--- config.mk ---
export PLATFORM = sky130hd
export DESIGN_NAME = vxe_vpu_cmd_dispatch
export DESIGN_NICKNAME = d
export VERILOG_FILES = /design/src/rtl/vxe_vpu_cmd_dispatch.sv
export SDC_FILE = /design/constraint.sdc
export NUM_CORES = 1
export LEC_CHECK = 0
export CORE_UTILIZATION = 44
export CTS_CLUSTER_SIZE = 25
export DETAILED_ROUTE_END_ITERATION = 8
export PLACE_DENSITY = 0.81
export SLEW_MARGIN = 20
export SYNTH_ARGS = -nofsm -noshare
export SYNTH_HDL_FRONTEND = slang
export SYNTH_SLANG_ARGS = --single-unit
--- constraint.sdc ---
create_clock -name clk -period 4.5 [get_ports clk]
set_clock_uncertainty 0.05 [all_clocks]
set_input_delay 0.675 -clock clk [delete_from_list [all_inputs] [get_ports clk]]
set_output_delay 0.675 -clock clk [all_outputs]
set_load 0.03 [all_outputs]
--- src/rtl/vxe_vpu_cmd_dispatch.sv ---
// vxe_vpu_cmd_dispatch: pops VPU commands, dispatches them to the register update or vector product ECU, waits for done or timeout
module vxe_vpu_cmd_dispatch #(
  parameter int TMO_CYCLES = 1024,
  parameter int TMO_W = 11
) (
  input  logic        clk,
  input  logic        rst,
  input  logic        i_vld,
  input  logic [55:0] i_rdata,
  output logic        o_rd,
  output logic [4:0]  o_cmd_op,
  output logic [2:0]  o_cmd_th,
  output logic [47:0] o_cmd_pl,
  output logic        o_regu_disp,
  input  logic        i_regu_done,
  output logic        o_prod_disp,
  input  logic        i_prod_done,
  output logic        o_busy,
  output logic        o_err,
  output logic        o_err_tmo,
  input  logic        i_err_clr
);
  localparam logic [4:0] CU_CMD_NOP = 5'd0;
  localparam logic [4:0] CU_CMD_SETACC = 5'd1;
  localparam logic [4:0] CU_CMD_SETVL = 5'd2;
  localparam logic [4:0] CU_CMD_SETEN = 5'd3;
  localparam logic [4:0] CU_CMD_SETRS = 5'd4;
  localparam logic [4:0] CU_CMD_SETRT = 5'd5;
  localparam logic [4:0] CU_CMD_SETRD = 5'd6;
  localparam logic [4:0] CU_CMD_PROD = 5'd7;
  localparam logic [TMO_W-1:0] TMO_LAST = TMO_W'(TMO_CYCLES == 0 ? 0 : TMO_CYCLES - 1);
  typedef enum logic [1:0] {IDLE, DISP, WAIT} state_t;
  state_t state, state_n;
  logic [TMO_W-1:0] cnt;
  logic [4:0] op;
  logic pop, is_regu, is_prod, cmd_prod, done, err_set, tmo_set;
  assign op = i_rdata[55:51];
  assign is_regu = op inside {CU_CMD_SETACC, CU_CMD_SETVL, CU_CMD_SETEN, CU_CMD_SETRS, CU_CMD_SETRT, CU_CMD_SETRD};
  assign is_prod = op == CU_CMD_PROD;
  assign cmd_prod = o_cmd_op == CU_CMD_PROD;
  assign done = cmd_prod ? i_prod_done : i_regu_done;
  // a pop is blocked while o_rd is high: the FIFO's empty flag lags the pop by a cycle
  always_comb begin
    state_n = state;
    pop = 1'b0;
    err_set = 1'b0;
    tmo_set = 1'b0;
    case (state)
      IDLE: begin
        pop = i_vld && !o_rd;
        state_n = pop && (is_regu || is_prod) ? DISP : IDLE;
        err_set = pop && !is_regu && !is_prod && op != CU_CMD_NOP;
      end
      DISP: state_n = WAIT;
      WAIT: begin
        tmo_set = !done && TMO_CYCLES != 0 && cnt == TMO_LAST;
        err_set = tmo_set;
        state_n = done || tmo_set ? IDLE : WAIT;
      end
      default: state_n = IDLE;
    endcase
  end
  always_ff @(posedge clk) begin
    if (rst) begin
      state <= IDLE;
      cnt <= '0;
      o_rd <= 1'b0;
      o_regu_disp <= 1'b0;
      o_prod_disp <= 1'b0;
      o_busy <= 1'b0;
      o_err <= 1'b0;
      o_err_tmo <= 1'b0;
      o_cmd_op <= '0;
      o_cmd_th <= '0;
      o_cmd_pl <= '0;
    end else begin
      state <= state_n;
      cnt <= state == WAIT ? cnt + 1'b1 : '0;
      o_rd <= pop;
      o_regu_disp <= state == DISP && !cmd_prod;
      o_prod_disp <= state == DISP && cmd_prod;
      o_busy <= state_n != IDLE;
      if (pop) begin
        o_cmd_op <= op;
        o_cmd_th <= i_rdata[50:48];
        o_cmd_pl <= i_rdata[47:0];
      end
      if (err_set) begin
        o_err <= 1'b1;
        o_err_tmo <= tmo_set;
      end else if (i_err_clr) begin
        o_err <= 1'b0;
        o_err_tmo <= 1'b0;
      end
    end
  end
endmodule
Yosys cells after proc, flatten, opt, wreduce, memory -nomap -nowiden
Index checks and enable logic that the tools add are counted.
- $add $sub $neg: 1
- equal/unequal tests: 11
- multiplexer cells: 10
- bitwise gates (word level): 1
- reduce and logical (&&, ||, !) cells: 21
- operator list (cell ; count):
    5-bit by 3-bit equality test with 1-bit output (second input constant) ; 5
    11-bit by 1-bit adder with 11-bit output (second input constant) ; 1
    11-bit by 10-bit equality test with 1-bit output (second input constant) ; 1
    5-bit by 2-bit equality test with 1-bit output (second input constant) ; 2
    1-bit logical AND ; 8
    1-bit two-way mux ; 7
    2-bit one-hot mux with 3 select lines ; 1
    6-bit nonzero test ; 1
    5-bit by 1-bit equality test with 1-bit output (second input constant) ; 1
    1-bit logical NOT ; 5
    5-bit nonzero test ; 1
    2-bit nonzero test ; 2
    2-bit by 1-bit equality test with 1-bit output (second input constant) ; 1
    2-bit equality test (second input constant) ; 1
    2-bit logical NOT ; 1
    1-bit logical OR ; 2
    2-bit two-way mux ; 1
    1-bit one-hot mux with 2 select lines ; 1
    2-bit OR reduction ; 1
    1-bit NOT ; 1
- register bits after elaboration: 75
- bits of input ports: 62
- output and inout bits: 62
- word-level logic and storage cells: 55

Depth between registers and ports, before layout
- depth in word-level cells: 8
- gate-level depth with buffers: 6
- depth with buffers taken out: 5

Least setup slack after synthesis
No wires, ideal clock.
- path kind: input port to flip-flop
- from: input port i_vld
- to: register o_cmd_op[0]
- library setup time: 0.132 ns
- arrival: 1.640 ns
- required time: 4.318 ns
- setup slack: 2.678 ns
- stages: 6
- path buffers: 3
- path through: or4b_1 buf_2 buf_6 buf_2 nand2_1 a21oi_1
- cells in the longest elaborated chain, start to end: 2
- RTL lines (item ; RTL line ; RTL):
    start, declared ; 8 ; input logic i_vld,
    1-bit logical AND ; 50 ; pop = i_vld && !o_rd;
    1-bit two-way mux ; 48 ; case (state)
    end signal, assigned ; 84 ; o_cmd_op <= op;
    end, declared ; 11 ; output logic [4:0] o_cmd_op,
No other way between the ends.
A chain may end at the register's enable or synchronous reset.

Worst setup path in the final report
- from: input port i_vld
- to: register o_busy
- cells in the longest elaborated chain, start to end: 5
- RTL lines (item ; RTL line ; RTL):
    1-bit logical AND ; 50 ;
    1-bit logical AND ; 51 ; state_n = pop && (is_regu || is_prod) ? DISP : IDLE;
    1-bit two-way mux ; 51 ;
    2-bit one-hot mux with 3 select lines ; 48 ;
    2-bit nonzero test ; 82 ; o_busy <= state_n != IDLE;
    end signal, assigned ; 70 ; o_busy <= 1'b0;
    end signal, assigned ; 82 ;
    end, declared ; 18 ; output logic o_busy,
No other way between the ends.

==> flow_results.xml <==
<?xml version="1.0" encoding="UTF-8"?>
<metrics>
  <group name="floorplan">
    <metric name="ioPinCount" unit="">124</metric>
    <metric name="dieHeight" unit="um">80.17</metric>
    <metric name="die_width" unit="um">80.17</metric>
    <metric name="floorplan.die_area" unit="um^2">6427</metric>
    <metric name="initial_utilization" unit="">0.4541</metric>
    <metric name="fp.coreArea" unit="um^2">5921</metric>
    <metric name="floorplan.rows" unit="">28</metric>
  </group>
  <group name="critical_path">
    <metric name="endpoint_kind_of_the_worst_setup_timing_path" unit="">flop</metric>
    <metric name="timing.critical_path.slowest_stage_cell" unit="">sky130_fd_sc_hd__or4b_4</metric>
    <metric name="ff2ff_setup_slack" unit="ns">2.60</metric>
    <metric name="path_max_fanout" unit="">58</metric>
    <metric name="timing.critical_path.required" unit="ns">4.71</metric>
    <metric name="r2r_start" unit="">cnt[0]</metric>
    <metric name="ff2ff_path_depth" unit="">5</metric>
    <metric name="setup.worst_path.start_class" unit="">input pin</metric>
    <metric name="timing.setup.critical_path_class" unit="">in2reg</metric>
    <metric name="rr_endpoint" unit="">o_err</metric>
    <metric name="critical-path-max-stage-delay" unit="ns">0.76</metric>
    <metric name="critical_path_arrival" unit="ns">2.44</metric>
    <metric name="path_cells" unit="">clkdlybuf4s50_1, or4b_4, nor4_4, nor2b_1, o21ai_0</metric>
  </group>
  <group name="clock_tree">
    <metric name="cts_buffer_depth" unit="">2</metric>
    <metric name="cts_htree_levels" unit="">3</metric>
    <metric name="ctsResizeCount" unit="">0</metric>
    <metric name="cts_tree" unit="">built</metric>
    <metric name="cts_setup_buffers" unit="">0</metric>
    <metric name="clock-root-buffer" unit="">sky130_fd_sc_hd__clkbuf_8</metric>
    <metric name="cts_buffers" unit="">9</metric>
    <metric name="ctsHoldBuffers" unit="">0</metric>
    <metric name="insertion_delay_to_the_later_sink_of_the_worst_skew_pair" unit="ns">0.33</metric>
    <metric name="clock_sinks" unit="">75</metric>
    <metric name="path_clk_slew" unit="ns">0.07</metric>
  </group>
  <group name="run_status">
    <metric name="status" unit="">completed</metric>
  </group>
  <group name="timing">
    <metric name="report.final.hold_viol_count" unit="">0</metric>
    <metric name="maxClockFrequency" unit="GHz">0.4482</metric>
    <metric name="final_period_minus_worst_setup_slack" unit="ns">2.231</metric>
    <metric name="rsz0062_at_grt" unit="">false</metric>
    <metric name="setup_tns" unit="ns">0</metric>
    <metric name="slew_headroom" unit="">0.5688</metric>
    <metric name="report.final.slew_viol_count" unit="">0</metric>
    <metric name="final_worst_path_cycle_share" unit="">0.4959</metric>
    <metric name="max_slew.worst_pin.slew" unit="ns">0.6468</metric>
    <metric name="setup_viol_count_final" unit="">0</metric>
  </group>
  <group name="placement">
    <metric name="portBuffers" unit="">123</metric>
    <metric name="dp_hpwl" unit="um">4543</metric>
    <metric name="gp_routability_congestion" unit="">0.7585</metric>
  </group>
  <group name="cells_and_area">
    <metric name="layout_common_cells" unit="">sky130_fd_sc_hd__clkdlybuf4s50_1, sky130_fd_sc_hd__nand2_1, sky130_fd_sc_hd__dfxtp_1</metric>
    <metric name="layout-drive-gt1-share" unit="">0.05817</metric>
    <metric name="layout.core_utilization" unit="">0.7058</metric>
    <metric name="design.final.nets" unit="">506</metric>
    <metric name="antenna_cells" unit="">0</metric>
    <metric name="synthToLayoutAreaGrowth" unit="%">55.42</metric>
    <metric name="final_common_cell" unit="">sky130_fd_sc_hd__clkdlybuf4s50_1</metric>
    <metric name="n_fill_cell" unit="">487</metric>
  </group>
  <group name="route">
    <metric name="routed_wl" unit="um">6648</metric>
    <metric name="num_vias" unit="">2541</metric>
    <metric name="detail_route.vias_per_cell" unit="">4.868</metric>
    <metric name="drtAntennaViolNets" unit="">0</metric>
    <metric name="detail_route.drc_violations" unit="">0</metric>
    <metric name="drt-wirelength-per-cell" unit="um">12.74</metric>
    <metric name="drt_first_pass_iters" unit="">4</metric>
    <metric name="initialDrtViolationCount" unit="">73</metric>
  </group>
  <group name="power">
    <metric name="powerDensity" unit="nW/um^2">378.0</metric>
    <metric name="power.static_leakage" unit="nW">1.515</metric>
    <metric name="max-vdd-ir-drop" unit="V">0.0002450</metric>
  </group>
  <group name="logic_synthesis">
    <metric name="syn_area_per_cell" unit="um^2">8.223</metric>
    <metric name="synth-seq-area-share" unit="">0.5584</metric>
    <metric name="nets_in_the_synthesized_netlist" unit="">390</metric>
    <metric name="synth.yosys.warnings" unit="">0</metric>
    <metric name="synth_seq_cells" unit="">75</metric>
    <metric name="synth.cell_area" unit="um^2">2689</metric>
    <metric name="synth_cells" unit="">327</metric>
    <metric name="synth_cell_type_count" unit="">29</metric>
  </group>
  <group name="global_routing">
    <metric name="maximum_number_of_pins_on_one_net_before_global_route_repair" unit="">63</metric>
    <metric name="grt_util_all_layers" unit="">0.2094</metric>
    <metric name="wire_length_of_the_first_global_routing_pass" unit="um">10340</metric>
    <metric name="antenna_found_initial" unit="">0</metric>
    <metric name="overflow" unit="">0</metric>
    <metric name="grt_pass1_vias" unit="">2395</metric>
  </group>
  <group name="flow_run">
    <metric name="maxCapViolCount" unit="">0</metric>
  </group>
  <group name="hold_path">
    <metric name="min-delay-path-class" unit="">reg2reg</metric>
    <metric name="timing.hold.worst.start" unit="">o_cmd_pl[10]</metric>
    <metric name="holdPathEnd" unit="">o_cmd_pl[10]</metric>
    <metric name="worst_hold_path.num_cells" unit="">2</metric>
  </group>
</metrics>
==> sequential cells by signal, summed over array words and instances (netlist names) <==
name	count
state	2
o_cmd_th	3
o_prod_disp	1
o_rd	1
o_cmd_op	5
o_busy	1
o_cmd_pl	48
cnt	11
o_err	1
o_err_tmo	1
o_regu_disp	1
==> routing by layer <==
layer | vias up | share of wire | global-route usage | wire length [um]
met5 | - | 0 | 0 | 0
met4 | 0 | 0.0023 | 0.06250 | 15
met3 | 2 | 0.072 | 0.07841 | 479
met2 | 87 | 0.49 | 0.3641 | 3285
met1 | 1162 | 0.43 | 0.2372 | 2868
li1 | 1290 | - | - | -
==> per-stage QoR <==
step | hold WS (ns) | instance area, um^2 | cells | setup slack (ns) | total power [W]
global route | 0.4299 | 4179 | 522 | 2.164 | 0.001653
detailed placement | 0.3972 | 3949 | 507 | 1.939 | 0.001003
global placement | 0.3918 | 3945 | 507 | 1.557 | 0.0009982
finish | 0.4054 | 4179 | 522 | 2.269 | 0.001580
CTS | 0.4071 | 4179 | 522 | 2.274 | 0.001596
floorplan | 0.3799 | 2689 | 327 | 2.678 | 0.0008688
==> critical path: cells and delay by family <==
family,cells,cell delay (ns)
and+or+nand+nor,3,1.19
buffers and inverters,1,0.49
AOI/OAI and AO/OA,1,0.08
==> synth_stat cells (all sizes together) <==
library cell  instances  area share
o41ai                 1      0.0033
a21oi                60        0.11
buf                   8       0.017
nand3                 4      0.0093
nor3                  3      0.0056
or3b                  3      0.0098
xor2                  2      0.0065
nor3b                 1      0.0028
or4b                  2      0.0074
clkbuf               13       0.018
nor2b                 3      0.0070
nor2                 13       0.018
nor4b                 1      0.0056
xnor2                 4       0.013
o21ai                 5      0.0093
dfxtp                75        0.56
or3                   2      0.0047
ha                    1      0.0047
or2                   1      0.0023
o22ai                 1      0.0023
nand2               120        0.17
inv                   1      0.0014
mux2i                 1      0.0037
nor4                  2       0.010
==> final cells by class <==
type | count | area, um^2 | share of cell area
flip-flops and latches | 75 | 1501 | 0.3593
well taps | 75 | 93.84 | 0.02246
inverters | 1 | 3.754 | 0.0008982
clock inverters | 5 | 102.6 | 0.02455
repair buffers | 126 | 1249 | 0.2988
clock buffers | 10 | 127.6 | 0.03054
multi-input cells | 230 | 1101 | 0.2635
==> power by group <==
part | switching [W] | leakage [nW] | internal, W | total (W)
clock network | 0.000228 | 0.112 | 0.000365 | 0.000593
logic | 0.000145 | 0.788 | 0.000126 | 0.000271
registers | 0.0000180 | 0.614 | 0.000698 | 0.000716
==> cells by family after synthesis <==
family	share of synthesized area
simple gates	0.2504
flops	0.5584
compound gates	0.1266
buf+inv	0.03676
xor+xnor	0.01954
mux	0.003723
fa+ha+maj	0.004653
==> worst max-delay path by stage <==
stage | start | to | cells after the start
2_1_floorplan | i_vld | o_cmd_op[0] | 6
3_3_place_gp | i_vld | o_busy | 5
3_5_place_dp | i_vld | o_busy | 5
4_1_cts | i_vld | o_busy | 5
5_1_grt | i_vld | o_busy | 5
6_report | i_vld | o_busy | 5
No activity file was read; power rests on OpenSTA's default activity.
